**src/rtl/fetch_decode_ctrl_pkg.sv**
```systemverilog
// fetch_decode_pkg
// Shared types and constants for the fetch/decode/execute controller:
// opcode and FSM state enums, ALU function codes, instruction field
// positions and a helper mapping an opcode to its execute state.
// No ports.

package fetch_decode_pkg;

    localparam int IW  = 16;
    localparam int DAW = 8;
    localparam int RAW = 4;

    // Instruction field positions
    localparam int OP_MSB = 15;
    localparam int OP_LSB = 12;
    localparam int DA_MSB = 11;
    localparam int DA_LSB = 4;
    localparam int RA_MSB = 11;
    localparam int RA_LSB = 8;
    localparam int RB_MSB = 7;
    localparam int RB_LSB = 4;
    localparam int RD_MSB = 3;
    localparam int RD_LSB = 0;

    typedef enum logic [3:0] {
        OP_NOOP  = 4'h0,
        OP_STORE = 4'h1,
        OP_LOAD  = 4'h2,
        OP_ADD   = 4'h3,
        OP_SUB   = 4'h4,
        OP_HALT  = 4'h5
    } opcode_t;

    typedef enum logic [3:0] {
        ST_INIT   = 4'd0,
        ST_FETCH  = 4'd1,
        ST_DECODE = 4'd2,
        ST_NOOP   = 4'd3,
        ST_LOAD_A = 4'd4,
        ST_LOAD_B = 4'd5,
        ST_STORE  = 4'd6,
        ST_ADD    = 4'd7,
        ST_SUB    = 4'd8,
        ST_HALT   = 4'd9
    } state_t;

    localparam logic [2:0] ALU_PASS = 3'b000;
    localparam logic [2:0] ALU_ADD  = 3'b001;
    localparam logic [2:0] ALU_SUB  = 3'b010;

    // Undefined opcodes fall through to NOOP.
    function automatic state_t exec_state(input logic [3:0] op);
        state_t s;
        case (op)
            OP_STORE: s = ST_STORE;
            OP_LOAD:  s = ST_LOAD_A;
            OP_ADD:   s = ST_ADD;
            OP_SUB:   s = ST_SUB;
            OP_HALT:  s = ST_HALT;
            default:  s = ST_NOOP;
        endcase
        return s;
    endfunction

endpackage

```
**src/rtl/fetch_decode_ctrl_if.sv**
```systemverilog
// fetch_decode_ctrl_if
// Bundles the controller's bus toward PC, instruction ROM, data memory,
// register file and ALU, plus the display taps.
//   instr       ROM read data (into controller)
//   pc_clr/up   PC strobes
//   d_addr/d_wr data-memory address / write enable
//   rf_*        register-file select, addresses, write enable
//   alu_s       ALU function
//   ir/state    display taps
// master = controller side, slave = datapath/observer side.

interface fetch_decode_ctrl_if;
    import fetch_decode_pkg::*;

    logic [IW-1:0]  instr;
    logic           pc_clr;
    logic           pc_up;
    logic [DAW-1:0] d_addr;
    logic           d_wr;
    logic           rf_s;
    logic [RAW-1:0] rf_w_addr;
    logic           rf_w_en;
    logic [RAW-1:0] rf_ra_addr;
    logic [RAW-1:0] rf_rb_addr;
    logic [2:0]     alu_s;
    logic [IW-1:0]  ir;
    logic [3:0]     state;

    modport master (
        input  instr,
        output pc_clr, pc_up, d_addr, d_wr, rf_s, rf_w_addr, rf_w_en,
               rf_ra_addr, rf_rb_addr, alu_s, ir, state
    );

    modport slave (
        output instr,
        input  pc_clr, pc_up, d_addr, d_wr, rf_s, rf_w_addr, rf_w_en,
               rf_ra_addr, rf_rb_addr, alu_s, ir, state
    );

endinterface

```
**src/rtl/fetch_decode_ctrl_instr_reg.sv**
```systemverilog
// instr_reg
// IW-bit load-enable register with synchronous clear (clear wins over load).
//   i_clk  clock
//   i_clr  synchronous clear, active high
//   i_ld   load enable
//   i_d    data in
//   o_q    register contents

module instr_reg #(
    parameter int IW = 16
) (
    input  logic          i_clk,
    input  logic          i_clr,
    input  logic          i_ld,
    input  logic [IW-1:0] i_d,
    output logic [IW-1:0] o_q
);

    logic [IW-1:0] r_q;

    always_ff @(posedge i_clk) begin
        if (i_clr) begin
            r_q <= '0;
        end else if (i_ld) begin
            r_q <= i_d;
        end
    end

    assign o_q = r_q;

endmodule

```
**src/rtl/fetch_decode_ctrl.sv**
```systemverilog
// fetch_decode_ctrl
// Fetch/decode/execute controller. Drives PC clear/increment, latches the
// ROM word into the IR in FETCH, and issues one instruction's datapath
// controls per pass. Outputs are Moore: registered state plus IR decode.
//   i_clk    system clock
//   i_clear  synchronous active-high reset, forces INIT and IR=0
//   bus      fetch_decode_ctrl_if.master (ROM data in, all controls out)
//
// state   | meaning
// INIT    | clear PC; PC=0 settles for the ROM before first fetch
// FETCH   | IR <= instr, PC++
// DECODE  | idle cycle, also covers ROM latency for the next fetch
// NOOP    | nothing (also undefined opcodes)
// LOAD_A  | present data-memory address
// LOAD_B  | write data-memory read data into RF
// STORE   | write RF[IR[3:0]] (ALU pass) to data memory
// ADD     | RF[Rd] <= RF[Ra] + RF[Rb]
// SUB     | RF[Rd] <= RF[Ra] - RF[Rb]
// HALT    | parked until clear

module fetch_decode_ctrl
    import fetch_decode_pkg::*;
(
    input  logic                i_clk,
    input  logic                i_clear,
    fetch_decode_ctrl_if.master bus
);

    state_t         r_state;
    state_t         w_next;
    logic           w_ir_ld;
    logic [IW-1:0]  w_ir;

    logic           w_pc_clr;
    logic           w_pc_up;
    logic [DAW-1:0] w_d_addr;
    logic           w_d_wr;
    logic           w_rf_s;
    logic [RAW-1:0] w_rf_w_addr;
    logic           w_rf_w_en;
    logic [RAW-1:0] w_rf_ra_addr;
    logic [RAW-1:0] w_rf_rb_addr;
    logic [2:0]     w_alu_s;

    instr_reg #(.IW(IW)) u_ir (
        .i_clk (i_clk),
        .i_clr (i_clear),
        .i_ld  (w_ir_ld),
        .i_d   (bus.instr),
        .o_q   (w_ir)
    );

    always_ff @(posedge i_clk) begin
        if (i_clear) begin
            r_state <= ST_INIT;
        end else begin
            r_state <= w_next;
        end
    end

    always_comb begin
        w_next       = r_state;
        w_ir_ld      = 1'b0;
        w_pc_clr     = 1'b0;
        w_pc_up      = 1'b0;
        w_d_wr       = 1'b0;
        w_rf_s       = 1'b0;
        w_rf_w_en    = 1'b0;
        w_alu_s      = ALU_PASS;
        // Address fields always follow the IR; only enables are qualified.
        w_d_addr     = w_ir[DA_MSB:DA_LSB];
        w_rf_w_addr  = w_ir[RD_MSB:RD_LSB];
        w_rf_ra_addr = w_ir[RA_MSB:RA_LSB];
        w_rf_rb_addr = w_ir[RB_MSB:RB_LSB];

        case (r_state)
            ST_INIT: begin
                w_pc_clr = 1'b1;
                w_next   = ST_FETCH;
            end
            ST_FETCH: begin
                w_ir_ld = 1'b1;
                w_pc_up = 1'b1;
                w_next  = ST_DECODE;
            end
            ST_DECODE: begin
                w_next = exec_state(w_ir[OP_MSB:OP_LSB]);
            end
            ST_NOOP: begin
                w_next = ST_FETCH;
            end
            ST_LOAD_A: begin
                w_next = ST_LOAD_B;
            end
            ST_LOAD_B: begin
                w_rf_s    = 1'b1;
                w_rf_w_en = 1'b1;
                w_next    = ST_FETCH;
            end
            ST_STORE: begin
                // Store source register sits in the low field, not Ra.
                w_rf_ra_addr = w_ir[RD_MSB:RD_LSB];
                w_d_wr       = 1'b1;
                w_next       = ST_FETCH;
            end
            ST_ADD: begin
                w_alu_s   = ALU_ADD;
                w_rf_w_en = 1'b1;
                w_next    = ST_FETCH;
            end
            ST_SUB: begin
                w_alu_s   = ALU_SUB;
                w_rf_w_en = 1'b1;
                w_next    = ST_FETCH;
            end
            ST_HALT: begin
                w_next = ST_HALT;
            end
            default: begin
                w_next = ST_INIT;
            end
        endcase
    end

    assign bus.pc_clr     = w_pc_clr;
    assign bus.pc_up      = w_pc_up;
    assign bus.d_addr     = w_d_addr;
    assign bus.d_wr       = w_d_wr;
    assign bus.rf_s       = w_rf_s;
    assign bus.rf_w_addr  = w_rf_w_addr;
    assign bus.rf_w_en    = w_rf_w_en;
    assign bus.rf_ra_addr = w_rf_ra_addr;
    assign bus.rf_rb_addr = w_rf_rb_addr;
    assign bus.alu_s      = w_alu_s;
    assign bus.ir         = w_ir;
    assign bus.state      = r_state;

endmodule

```
**src/flat_wrapper.sv**
```systemverilog
// flat-port wrapper written by rule: the top's interface ports become plain ports
module fetch_decode_ctrl_flat import fetch_decode_pkg::*;
  (i_clk, i_clear, bus_instr, bus_pc_clr, bus_pc_up, bus_d_addr, bus_d_wr, bus_rf_s, bus_rf_w_addr, bus_rf_w_en, bus_rf_ra_addr, bus_rf_rb_addr, bus_alu_s, bus_ir, bus_state);
  fetch_decode_ctrl_if bus_i ();
  input  logic i_clk;
  input  logic i_clear;
  input wire logic [$bits(bus_i.instr)-1:0] bus_instr;
  output wire logic [$bits(bus_i.pc_clr)-1:0] bus_pc_clr;
  output wire logic [$bits(bus_i.pc_up)-1:0] bus_pc_up;
  output wire logic [$bits(bus_i.d_addr)-1:0] bus_d_addr;
  output wire logic [$bits(bus_i.d_wr)-1:0] bus_d_wr;
  output wire logic [$bits(bus_i.rf_s)-1:0] bus_rf_s;
  output wire logic [$bits(bus_i.rf_w_addr)-1:0] bus_rf_w_addr;
  output wire logic [$bits(bus_i.rf_w_en)-1:0] bus_rf_w_en;
  output wire logic [$bits(bus_i.rf_ra_addr)-1:0] bus_rf_ra_addr;
  output wire logic [$bits(bus_i.rf_rb_addr)-1:0] bus_rf_rb_addr;
  output wire logic [$bits(bus_i.alu_s)-1:0] bus_alu_s;
  output wire logic [$bits(bus_i.ir)-1:0] bus_ir;
  output wire logic [$bits(bus_i.state)-1:0] bus_state;
  assign bus_i.instr = bus_instr;
  assign bus_pc_clr = bus_i.pc_clr;
  assign bus_pc_up = bus_i.pc_up;
  assign bus_d_addr = bus_i.d_addr;
  assign bus_d_wr = bus_i.d_wr;
  assign bus_rf_s = bus_i.rf_s;
  assign bus_rf_w_addr = bus_i.rf_w_addr;
  assign bus_rf_w_en = bus_i.rf_w_en;
  assign bus_rf_ra_addr = bus_i.rf_ra_addr;
  assign bus_rf_rb_addr = bus_i.rf_rb_addr;
  assign bus_alu_s = bus_i.alu_s;
  assign bus_ir = bus_i.ir;
  assign bus_state = bus_i.state;
  fetch_decode_ctrl u_core (.i_clk(i_clk), .i_clear(i_clear), .bus(bus_i));
endmodule
```
**config.mk**
```make
export PLATFORM = sky130hd
export DESIGN_NAME = fetch_decode_ctrl_flat
export DESIGN_NICKNAME = d
export VERILOG_FILES = /design/src/rtl/fetch_decode_ctrl_pkg.sv /design/src/rtl/fetch_decode_ctrl_if.sv /design/src/rtl/fetch_decode_ctrl_instr_reg.sv /design/src/rtl/fetch_decode_ctrl.sv /design/src/flat_wrapper.sv
export SDC_FILE = /design/constraint.sdc
export NUM_CORES = 1
export LEC_CHECK = 0
export ABC_AREA = 1
export CAP_MARGIN = 30
export CORE_ASPECT_RATIO = 0.5
export CORE_MARGIN = 3
export CORE_UTILIZATION = 30
export DETAILED_ROUTE_END_ITERATION = 6
export PLACE_DENSITY = 0.67
export REMOVE_ABC_BUFFERS = 1
export SLEW_MARGIN = 5
export SYNTH_ARGS = -nofsm -noshare
export SYNTH_HDL_FRONTEND = slang
export SYNTH_SLANG_ARGS = --single-unit
```
**constraint.sdc**
```tcl
create_clock -name i_clk -period 1.4 [get_ports i_clk]
set_clock_uncertainty 0.15 [all_clocks]
set_input_delay 0.28 -clock i_clk [delete_from_list [all_inputs] [get_ports i_clk]]
set_output_delay 0.28 -clock i_clk [all_outputs]
set_load 0.02 [all_outputs]
```
# == Yosys cells after proc, flatten, opt, wreduce, memory -nomap -nowiden ==
# Index checks and enable logic that the tools add are counted.
# totals
reg_bits,20
output_inout_bits,48
elab_cells,28
# classes
eq_ne,14
muxes,9
n_reduce_logical,3
# ops
operator,count
one-hot mux 4 bit (5 select lines),2
equality test 4 x 3 -> 1 bit (second input constant),6
equality test 4 x 2 -> 1 bit (second input constant),4
equality test 4 x 1 -> 1 bit (second input constant),2
equality test 4 bit (second input constant),2
OR reduction 6 bit,1
two-way mux 1 bit,5
logical NOT 4 bit,1
two-way mux 4 bit,1
one-hot mux 2 bit (2 select lines),1
OR reduction 3 bit,1

# == Longest topological paths before layout ==
# Gate-level depths: netlist (run 1).
# depth
depth_word,3
depth_mapped,7
ltp_nobuf,7

# == Cells and area by module ==
# A second synthesis (run 1) with hierarchy kept.
# hier_totals
cells_unflattened,183
area_unflattened_um2,1186.1
# modules_own_cells
mod,instances,cells_each,area_each_um2,seq_area_each_um2
instr_reg,1,101,670.6,320.3
fetch_decode_ctrl,1,82,515.5,80.1

# == Worst setup path before layout (run 1) ==
# OpenSTA, ideal clock, no wires.
# synth_timing
path_kind,reg2out
start,register u_core.r_state[3] (netlist: u_core.bus.state[3])
end,output port bus_rf_w_en
arrival_ps,1417
path_slack_ps,-447
path_stages_with_launch,4
n_path_buf,0
path_cell_list,dfxtp_1 > inv_4 > nor3_1 > o21bai_1
# synth_between
elab_chain_cells,3
elab_cells_between_ends,5
# synth_lines
element,line,text
from (decl),fetch_decode_ctrl.sv:29,state_t r_state;
from (signal assigned),fetch_decode_ctrl.sv:57,r_state <= w_next;
equality test 4 x 3 -> 1 bit / equality test 4 bit (equally long branches),fetch_decode_ctrl.sv:76,case (r_state)
OR reduction 3 bit (no line) (*),n/a,
two-way mux 1 bit (*),fetch_decode_ctrl.sv:76,
to (decl),flat_wrapper.sv:14,output wire logic [$bits(bus_i.rf_w_en)-1:0] bus_rf_w_en;
# Mark *: on every way between the ends. The rest lies on a longest branch, timed or not.

# == Worst setup path in the final report (run 1) ==
# layout_timing
start,register u_core.r_state[3] (netlist: u_core.bus.state[3])
end,output port bus_rf_ra_addr[1]
# layout_between
elab_chain_cells,2
# layout_lines
element,line,text
equality test 4 x 3 -> 1 bit,fetch_decode_ctrl.sv:76,
two-way mux 4 bit,fetch_decode_ctrl.sv:76,
to (decl),flat_wrapper.sv:15,output wire logic [$bits(bus_i.rf_ra_addr)-1:0] bus_rf_ra_addr;
# Every way passes these cells.

==> run_results.csv, run 1 <==
group,metric,value,unit
logic_synthesis,synth.area.top_cells,"dfxtp_1 38%, nand2_1 17%, buf_4 12%",
global_routing,antenna_found_initial,0,
cts,ctsHtreeMaxLevel,1,
route,wl_per_cell,13.3,um
global_routing,grt_use_met3,3.39,%
floorplanning,ios,66,
cts,numCtsBuffers,3,
logic_synthesis,synth_warnings,0,
logic_synthesis,syn_area,0.00107,mm^2
cts,cts-hold-fix-buffers,0,
floorplanning,start_util,33.4,%
sta,setup_viol,29,
route,wl,3660,um
cts,clk_latency,0.26,ns
logic_synthesis,synth_top_area_share,37.6,%
cts,cts_tree,"done",
finish,regArea,410,um^2
critical_path,cp_cell_sequence,"inv_4 -> nand2_4 -> nor2_4 -> inv_2 -> nand2_1 -> nand2_1 -> buf_6",
route,vias_per_cell,4.49,
power,p_leak,0.909,nW
finish,drive_gt1_share,51.5,%
floorplanning,core_area,0.00319,mm^2
power,power_density,1800,mW/mm^2
placed_design,gp_congestion,0.721,
power,finalPower,3.61,mW
placed_design,port_buffers,64,
critical_path,critPathMaxFanout,6,
finish,diodes,0,
finish,final_common_cell,"nand2_1",
critical_path,r2r_slack,-0.10,ns
power,ir_worst_vdd,0.796,mV
critical_path,cp-startpoint,"u_core.bus.state[3]",
route,drt-pass1-iter-count,4,
critical_path,cpMostUsedCell,"nand2_1",
hold_path,min_from,"u_core.u_ir.o_q[4]",
floorplanning,die_h,48.2,um
route,drt-initial-drc-count,54,
global_routing,grt_max_degree,21,
sta,clock.fmax,593,MHz
critical_path,critPathArrivalTime,1.26,ns
global_routing,grt-ovfl-total,0,
cts,clkTransAtPathRegs,0.07,ns
critical_path,critical_path_class,"register to output port",
placed_design,hpwl,2360,um
logic_synthesis,synth.avg_cell_area,7.25,um^2
critical_path,worstSetupStartpointType,"register",
cts,clock_path_buffers,2,
sta,final.setup.worst_slack,-0.286,ns
logic_synthesis,synth_top_area_cell,"dfxtp_1",
floorplanning,die-area,0.00435,mm^2
logic_synthesis,ys_seq_elements,20,
sta,rsz0062_at_grt,"true",
flow_run,cap_violations,0,
finish,layout.nets,247,
route,drc,0,
logic_synthesis,synth.distinct_cells,21,
critical_path,cp.required,0.97,ns
finish,fin_util,62.8,%
cts,clock-root-buffer,"clkbuf_8",
cts,clkSinkCount,20,
global_routing,first_global_vias,996,
sta,min_period,1.69,ns
hold_path,whs_path_depth,2,
global_routing,grt_use_met2,25.7,%
finish,layout_common_cells,"42 x nand2_1, 21 x buf_4, 19 x clkbuf_2",
sta,fin_crit_sh,120,%
global_routing,gr-max-usage-layer,"met2",
critical_path,max_stage_delay,0.34,ns
finish,synthToLayoutAreaGrowth,87.9,%
critical_path,rr_worst_depth,9,
finish,multi_input_area,538,um^2
critical_path,rr_startpoint,"u_core.bus.state[2]",
global_routing,met1_usage,17.7,%
run_status,status,"finished, violations left",
sta,final_max_slew_viol_count,0,
logic_synthesis,yosysSeqAreaShare,37.6,%
sta,hold_viol,0,
sta,fin_tns_setup,-3.61,ns
run_status,failed_checks,"setup timing",
floorplanning,std_cell_rows,14,
finish,fillers,274,
route,ant_nets,0,
critical_path,critPathSlowestCell,"dfxtp_2",
critical_path,endpoint_kind,"output port",
critical_path,r2r_end,"u_core.u_ir.o_q[2]",
global_routing,grt_first_pass_wirelength,4750,um
route,vias,1235,
global_routing,grt_use_total,13.9,%
logic_synthesis,synth_cells,147,
hold_path,holdPathEnd,"u_core.u_ir.o_q[4]",
hold_path,hold_path_class,"register to register",
floorplanning,chipWidth,90.3,um
[Yosys cell counts]
cell type,count
o21ai_0,2
nor3_1,3
nor2_4,2
nor2_1,13
buf_6,3
clkinv_2,1
a21oi_1,14
inv_1,6
conb_1,1
a211oi_2,4
nand3_1,3
clkbuf_1,2
buf_4,17
nand2_1,48
inv_4,2
dfxtp_1,20
inv_2,1
nand2_4,1
o21bai_1,1
nand2_2,1
a31oi_1,2
[kinds of logic after synthesis]
group	share of synthesized area (%)
AOI/OAI and AO/OA	14.1
buffers and inverters	20.0
DFF	37.6
other	0.352
and+or+nand+nor	28.1
[sequential cells by signal, indices dropped and copies added (netlist names)]
signal / count
u_core.u_ir.o_q: 16
u_core.bus.state: 4
[metrics by stage]
step / hold WS (ns) / cells / setup WS (ns) / area, um^2
3_3_place_gp: 0.330 / 259 / -0.445 / 1780
6_report: 0.345 / 275 / -0.286 / 2000
3_5_place_dp: 0.341 / 259 / -0.477 / 1780
4_1_cts: 0.353 / 269 / -0.297 / 1920
5_1_grt: 0.380 / 275 / -0.366 / 2000
2_1_floorplan: 0.199 / 125 / -0.447 / 897
[report_power, final]
| group | internal [mW] | total [mW] | switching, mW |
|---|---|---|---|
| Clock | 0.192 | 0.377 | 0.185 |
| Combinational | 1.10 | 2.40 | 1.30 |
| Sequential | 0.719 | 0.841 | 0.122 |
| Total | 2.01 | 3.61 | 1.61 |
[timing repair]
action,CTS,global route
pin swaps,6,5
buffers inserted,7,5
endpoints found under the setup margin,65,52
gates cloned,1,4
resized for setup,177,47
[worst max-delay path by stage]
stage / endpoint / depth (start not counted)
finish: bus_rf_ra_addr[1] / 7
global route: bus_rf_ra_addr[1] / 7
CTS: bus_rf_ra_addr[0] / 7
detailed placement: bus_rf_ra_addr[1] / 7
global placement: bus_rf_ra_addr[1] / 6
floorplan: bus_rf_w_en / 3
[worst max-delay path: cells and delay by family (launching register included)]
family,cells,cell delay (ns)
AND/OR/NAND/NOR,4,0.36
flip-flops,1,0.34
buffers and inverters,3,0.28
[cell type report]
cell class	count	area share, %
timing repair buffer	96	42.9
clock buffer	3	2.06
tap	48	3.00
sequential	20	20.5
multi-input combinational	95	26.9
timing repair inverter	3	1.81
inverter	10	2.87
[routing by layer]
| metal | vias to the layer above | wire, um |
|---|---|---|
| met2 | 32 | 1870 |
| li1 | 615 | - |
| met3 | 2 | 124 |
| met4 | 0 | 12 |
| met1 | 586 | 1650 |
| met5 | - | 0 |
Note: power is estimated with default switching activity, not from simulation.
==> run 2, diff against run 1 <==
--- a/config.mk
+++ b/config.mk
@@ -10,6 +10,7 @@
 export CORE_ASPECT_RATIO = 0.5
 export CORE_MARGIN = 3
 export CORE_UTILIZATION = 30
+export CTS_CLUSTER_SIZE = 12
 export DETAILED_ROUTE_END_ITERATION = 6
 export PLACE_DENSITY = 0.67
 export REMOVE_ABC_BUFFERS = 1
==> constraint.sdc (replaced) <==
create_clock -name i_clk -period 2 [get_ports i_clk]
set_clock_uncertainty 0.15 [all_clocks]
set_input_delay 0.4 -clock i_clk [delete_from_list [all_inputs] [get_ports i_clk]]
set_output_delay 0.4 -clock i_clk [all_outputs]
set_load 0.02 [all_outputs]
==> run 2 against run 1 <==
  * Largest cell class unchanged
  * Critical path type unchanged
  * First-iteration DRC count decreased by 31%
  * Largest power group unchanged
  * Final cell count decreased by 9.1%
  * The run now ends clean
  * Sequential power decreased by 30%
  * Critical path depth decreased by 5
  * Critical endpoint is now bus_state[2]
  * Wire length decreased by 22%
==> run_results.csv, run 2 (same netlist as run 1, synthesis figures left out) <==
group,metric,value,unit
critical_path,critPathSlowestCell,"clkdlybuf4s50_1",
floorplanning,ios,66,
sta,hold_viol,0,
sta,final_max_slew_viol_count,0,
hold_path,min_from,"u_core.u_ir.o_q[5]",
critical_path,critPathArrivalTime,1.38,ns
cts,clk_latency,0.26,ns
sta,final.setup.worst_slack,0.0677,ns
cts,clock_path_buffers,2,
hold_path,holdPathEnd,"u_core.u_ir.o_q[5]",
cts,clock-root-buffer,"clkbuf_8",
critical_path,cp.required,1.45,ns
critical_path,cp_cell_sequence,"buf_4 -> clkdlybuf4s50_1",
global_routing,met1_usage,15.6,%
global_routing,antenna_found_initial,0,
cts,cts_tree,"done",
global_routing,grt_first_pass_wirelength,4330,um
cts,clkSinkCount,20,
power,p_leak,0.684,nW
global_routing,gr-max-usage-layer,"met2",
finish,diodes,0,
power,ir_worst_vdd,0.593,mV
route,drc,0,
sta,clock.fmax,518,MHz
global_routing,first_global_vias,951,
global_routing,grt-ovfl-total,0,
critical_path,worstSetupStartpointType,"register",
finish,fillers,324,
critical_path,rr_worst_depth,8,
cts,numCtsBuffers,3,
sta,min_period,1.93,ns
hold_path,hold_path_class,"register to register",
floorplanning,core_area,0.00319,mm^2
hold_path,whs_path_depth,2,
floorplanning,die_h,48.2,um
finish,stdcell_count,250,
critical_path,r2r_end,"u_core.bus.state[0]",
sta,fin_tns_setup,0,ns
placed_design,hpwl,2240,um
placed_design,place_ws,-0.0364,ns
finish,final_common_cell,"clkdlybuf4s50_1",
finish,synthToLayoutAreaGrowth,57.2,%
route,wl,2850,um
critical_path,max_stage_delay,0.59,ns
route,drt-initial-drc-count,37,
sta,fin_crit_sh,96.6,%
route,drt-pass1-iter-count,4,
route,wl_per_cell,11.4,um
sta,setup_viol,0,
floorplanning,std_cell_rows,14,
power,power_density,1220,mW/mm^2
finish,drive_gt1_share,16.3,%
floorplanning,chipWidth,90.3,um
placed_design,gp_congestion,0.685,
floorplanning,die-area,0.00435,mm^2
critical_path,rr_startpoint,"u_core.bus.state[2]",
global_routing,grt_max_degree,23,
critical_path,critical_path_class,"register to output port",
global_routing,grt_use_total,12.4,%
cts,ctsHtreeMaxLevel,1,
floorplanning,start_util,33.4,%
route,ant_nets,0,
finish,layout_common_cells,"53 x clkdlybuf4s50_1, 48 x nand2_1, 19 x dfxtp_1",
global_routing,grt_use_met3,2.47,%
placed_design,place_inst,246,
flow_run,cap_violations,0,
finish,largest_reg_flops,16,
run_status,status,"complete, no violations",
critical_path,critPathMaxFanout,5,
route,vias,1079,
global_routing,grt_use_met2,22.2,%
critical_path,r2r_slack,0.50,ns
route,vias_per_cell,4.32,
sta,rsz0062_at_grt,"false",
critical_path,endpoint_kind,"output port",
placed_design,port_buffers,64,
finish,layout.nets,222,
cts,clkTransAtPathRegs,0.07,ns
-- run 2: cell count changes in the layout (fill, tap and decap cells not counted), moves of 4 or more --
cell,change
nor2_1,+7
buf_4,-11
buf_6,-17
clkdlybuf4s15_2,-5
clkdlybuf4s50_1,+36
clkbuf_2,-16
nor2_2,-5
nand2_2,-4
nand2_1,+6
-- run 2: layout make-up --
type                            instances  area (um^2)  share of cell area, %
Multi-Input combinational cell         95          453                   27.0
Sequential cell                        20          402                   24.0
Timing Repair Buffer                   74          676                   40.3
Inverter                               10         43.8                   2.61
Tap cell                               48         60.1                   3.58
Clock buffer                            3         41.3                   2.46
-- run 2: how the worst max path moves through the flow --
stage | from | endpoint | slack, ns
6_report | u_core.bus.state[2] | bus_state[2] | 0.07
5_1_grt | u_core.bus.state[3] | bus_rf_ra_addr[3] | 0.009
4_1_cts | u_core.bus.state[2] | bus_rf_w_en | 0.01
3_5_place_dp | u_core.bus.state[3] | bus_rf_ra_addr[2] | -0.04
3_3_place_gp | u_core.bus.state[3] | bus_rf_ra_addr[1] | 0.01
2_1_floorplan | u_core.bus.state[3] | bus_rf_w_en | 0.03
-- run 2: through the flow --
stage          util (%)  power, mW  hold slack [ns]  area, um^2
6_report           52.6       2.04            0.340        1680
5_1_grt            52.6       2.18            0.372        1680
4_1_cts            53.7       2.07            0.347        1710
3_5_place_dp       52.2       1.82            0.336        1670
3_3_place_gp       52.2       1.82            0.330        1670
2_1_floorplan         -       1.23            0.319         897
-- run 2: metal layers --
layer | routed length (um) | up-vias
li1 | - | 557
met1 | 1250 | 488
met2 | 1440 | 29
met3 | 117 | 5
met4 | 40 | 0
met5 | 0 | -
-- run 2: power by group --
| part | total, mW | switching (mW) | internal, mW |
|---|---|---|---|
| registers | 0.592 | 0.0933 | 0.499 |
| clock network | 0.258 | 0.124 | 0.134 |
| logic | 1.19 | 0.665 | 0.520 |
| total | 2.04 | 0.883 | 1.15 |
-- run 2: critical path: cells and delay by family (launching register included) --
family / cells / cell delay [ns]
DFF: 1 / 0.39
buffers and inverters: 2 / 0.73
-- run 2: timing repair --
| action | CTS | global route |
|---|---|---|
| hold buffers | 0 | 0 |
| gates resized for setup | 20 | 11 |
| buffers inserted | 1 | 0 |
| pin swaps | 1 | 1 |
| setup endpoints to repair | 11 | 7 |
==> run 3, diff against run 2 <==
--- a/config.mk
+++ b/config.mk
@@ -5,14 +5,14 @@
 export SDC_FILE = /design/constraint.sdc
 export NUM_CORES = 1
 export LEC_CHECK = 0
-export ABC_AREA = 1
 export CAP_MARGIN = 30
 export CORE_ASPECT_RATIO = 0.5
 export CORE_MARGIN = 3
 export CORE_UTILIZATION = 30
+export CTS_BUF_LIST = sky130_fd_sc_hd__clkbuf_8
 export CTS_CLUSTER_SIZE = 12
 export DETAILED_ROUTE_END_ITERATION = 6
-export PLACE_DENSITY = 0.67
+export PLACE_DENSITY = 0.68
 export REMOVE_ABC_BUFFERS = 1
 export SLEW_MARGIN = 5
 export SYNTH_ARGS = -nofsm -noshare
==> run 3 against run 2 <==
  * The flow now finishes with violations (setup timing)
  * Sequential share of layout area decreased by 0.85 points
  * Synthesized area decreased by 2.1%
  * Clock power increased by 57%
  * Power decreased by 17%
  * Critical path depth increased by 3
  * Die area decreased by 1.9%
  * Register-to-register slack got worse by 0.36 ns
  * Sequential power decreased by 12%
  * First-iteration DRC count increased by 49%
  * Critical path type unchanged
  * Final cell count decreased by 9.6%
  * Core utilization increased by 2.9 points
  * Count of clock-buffer cells in the layout unchanged
==> run_results.csv, run 3 <==
group,metric,value,unit
run_status,status,"finished, violations left",
run_status,failed_checks,"setup timing",
global_routing,antenna_found_initial,0,
cts,clock-root-buffer,"clkbuf_8",
cts,clkTransAtPathRegs,0.08,ns
logic_synthesis,synth_warnings,0,
floorplanning,start_util,33.1,%
critical_path,critical_path_class,"register to output port",
logic_synthesis,synth_edf_count,0,
global_routing,grt_first_pass_wirelength,4530,um
finish,regArea,404,um^2
floorplanning,std_cell_rows,14,
floorplanning,core_area,0.00315,mm^2
flow_run,cap_violations,0,
logic_synthesis,synthArstFlopShare,0,%
logic_synthesis,synth_top_area_cell,"dfxtp_1",
logic_synthesis,yosysSeqAreaShare,38.4,%
global_routing,grt-ovfl-total,0,
sta,final_max_slew_viol_count,0,
logic_synthesis,synth_most_common_cell,"nand2_1",
route,vias_per_cell,4.57,
logic_synthesis,synth_top_area_share,38.4,%
cts,clk_latency,0.26,ns
critical_path,crit_cells,5,
critical_path,cp_cell_sequence,"nor2b_4 -> and3b_2 -> buf_6 -> mux2_4 -> buf_6",
global_routing,grt_use_total,14.0,%
finish,fin_util,55.4,%
critical_path,worstSetupStartpointType,"register",
power,power_density,969,mW/mm^2
global_routing,grt_use_met3,2.58,%
finish,final_common_cell,"clkdlybuf4s50_1",
global_routing,first_global_vias,868,
logic_synthesis,synth.distinct_cells,30,
critical_path,rr_worst_depth,4,
finish,multi_input_area,480,um^2
critical_path,cp.required,1.45,ns
floorplanning,chipWidth,89.4,um
global_routing,gr-max-usage-layer,"met2",
route,wl,3160,um
power,internal_power,1.09,mW
cts,clock_path_buffers,2,
sta,fin_crit_sh,104,%
logic_synthesis,synth_cells,130,
finish,largest_reg_flops,16,
hold_path,hold_path_class,"register to register",
sta,setup_viol,4,
finish,layout.nets,205,
critical_path,critPathMaxFanout,4,
placed_design,gp_congestion,0.789,
power,ir_worst_vdd,0.415,mV
sta,hold_viol,0,
power,comb_power_share,45.5,%
finish,diodes,0,
critical_path,r2r_end,"u_core.bus.state[2]",
finish,layout_common_cells,"51 x clkdlybuf4s50_1, 34 x nand2_1, 17 x a21oi_1, 17 x dfxtp_1, 11 x buf_4",
finish,drive_gt1_share,22.6,%
critical_path,rr_startpoint,"u_core.bus.state[0]",
critical_path,crit_end,"bus_rf_ra_addr[2]",
sta,min_period,2.09,ns
power,seqPwrFrac,30.6,%
route,wl_per_cell,14.0,um
logic_synthesis,synth_ff_type,"dfxtp_1",
critical_path,critPathArrivalTime,1.54,ns
sta,rsz0062_at_grt,"true",
floorplanning,ios,66,
global_routing,grt_max_degree,20,
critical_path,critPathSlowestCell,"dfxtp_2",
placed_design,port_buffers,64,
global_routing,met1_usage,20.6,%
power,p_leak,0.719,nW
placed_design,place_ws,-0.215,ns
critical_path,path_buf_inv,2,
logic_synthesis,synth.area.top_cells,"dfxtp_1 38%, buf_4 13%, nand2_1 12%",
cts,cts_tree,"done",
logic_synthesis,ys_seq_elements,20,
logic_synthesis,syn_area,0.00104,mm^2
logic_synthesis,synth.avg_cell_area,8.03,um^2
critical_path,endpoint_kind,"output port",
global_routing,grt_use_met2,21.7,%
placed_design,placed_area,0.00162,mm^2
sta,clock.fmax,479,MHz
route,drt-pass1-iter-count,4,
logic_synthesis,synthTopCellsByCount,"34 x nand2_1, 20 x dfxtp_1, 18 x buf_4",
critical_path,r2r_slack,0.14,ns
critical_path,cpMostUsedCell,"buf_6",
power,swShare,35.4,%
power,pwr-share-clk,23.9,%
critical_path,cp_top_family,"simple AND/OR/NAND/NOR gates",
sta,final.setup.worst_slack,-0.0884,ns
cts,ctsHtreeMaxLevel,1,
placed_design,place_inst,218,
finish,stdcell_count,226,
cts,numCtsBuffers,3,
sta,whs,0.338,ns
route,ant_nets,0,
finish,fillers,282,
cts,clkSinkCount,20,
floorplanning,die_h,47.7,um
route,vias,1033,
cts,cts-hold-fix-buffers,0,
floorplanning,die-area,0.00427,mm^2
finish,stdcell_area,0.00175,mm^2
sta,fin_tns_setup,-0.303,ns
critical_path,cp-startpoint,"u_core.bus.state[2]",
route,drt-initial-drc-count,55,
critical_path,max_stage_delay,0.34,ns
placed_design,hpwl,2320,um
finish,synthToLayoutAreaGrowth,67.5,%
power,finalPower,1.69,mW
route,drc,0,
power,power.switching,599,uW
==> run 3: cell count changes after synthesis, moves of 4 or more <==
| cell | before | now |
|---|---|---|
| mux2_2 | 0 | 4 |
| nand2_1 | 48 | 34 |
| inv_1 | 6 | 1 |
| nor2_1 | 13 | 4 |
==> run 3: cell type report <==
type | instances | area share, %
tap | 40 | 2.86
clock buffer | 3 | 2.36
inverter | 2 | 0.716
timing repair buffer | 77 | 41.7
sequential | 20 | 23.1
clock inverter | 1 | 1.72
multi-input combinational | 83 | 27.5
==> run 3: worst min-delay path, cell delays in order (launching register included) <==
cell     delay, ns
dfxtp_1       0.33
nand2_1       0.06
a21oi_1       0.05
==> run 3: cell families after synthesis <==
group                     after synthesis  share of synthesized area [%]
AOI/OAI and AO/OA                      24                           13.8
other                                   1                          0.359
DFF                                    20                           38.4
and+or+nand+nor                        53                           24.1
xor gates and xnor gates                1                          0.839
buffers and inverters                  27                           18.2
muxes                                   4                           4.32
==> run 3: how the worst min path moves through the flow <==
stage          cells past startpoint                from             endpoint  slack [ns]
2_1_floorplan                      1             i_clear  u_core.bus.state[2]        0.31
3_3_place_gp                       2  u_core.u_ir.o_q[5]   u_core.u_ir.o_q[5]        0.32
3_5_place_dp                       2  u_core.u_ir.o_q[1]   u_core.u_ir.o_q[1]        0.33
4_1_cts                            2  u_core.u_ir.o_q[1]   u_core.u_ir.o_q[1]        0.34
5_1_grt                            2  u_core.u_ir.o_q[9]   u_core.u_ir.o_q[9]        0.37
6_report                           2  u_core.u_ir.o_q[5]   u_core.u_ir.o_q[5]        0.34
==> run 3: repair_timing <==
item,4_1_cts,5_1_grt
buffers inserted,3,2
pin swaps,1,1
endpoints found under the setup margin,11,8
gates resized for setup,40,20
==> run 3: power groups by stage <==
stage	Sequential (mW)	Clock [mW]	Combinational, mW
after floorplan	0.660	0	0.218
after global placement	0.519	0	0.751
after detailed placement	0.522	0	0.755
after CTS	0.516	0.411	0.756
after global routing	0.528	0.425	0.821
final	0.518	0.405	0.771
==> run 3: metal layers <==
layer,wire length [um],part of all wire [%]
met3,102,3.2
met5,0,0
met1,1530,49
met4,19,0.60
met2,1500,48
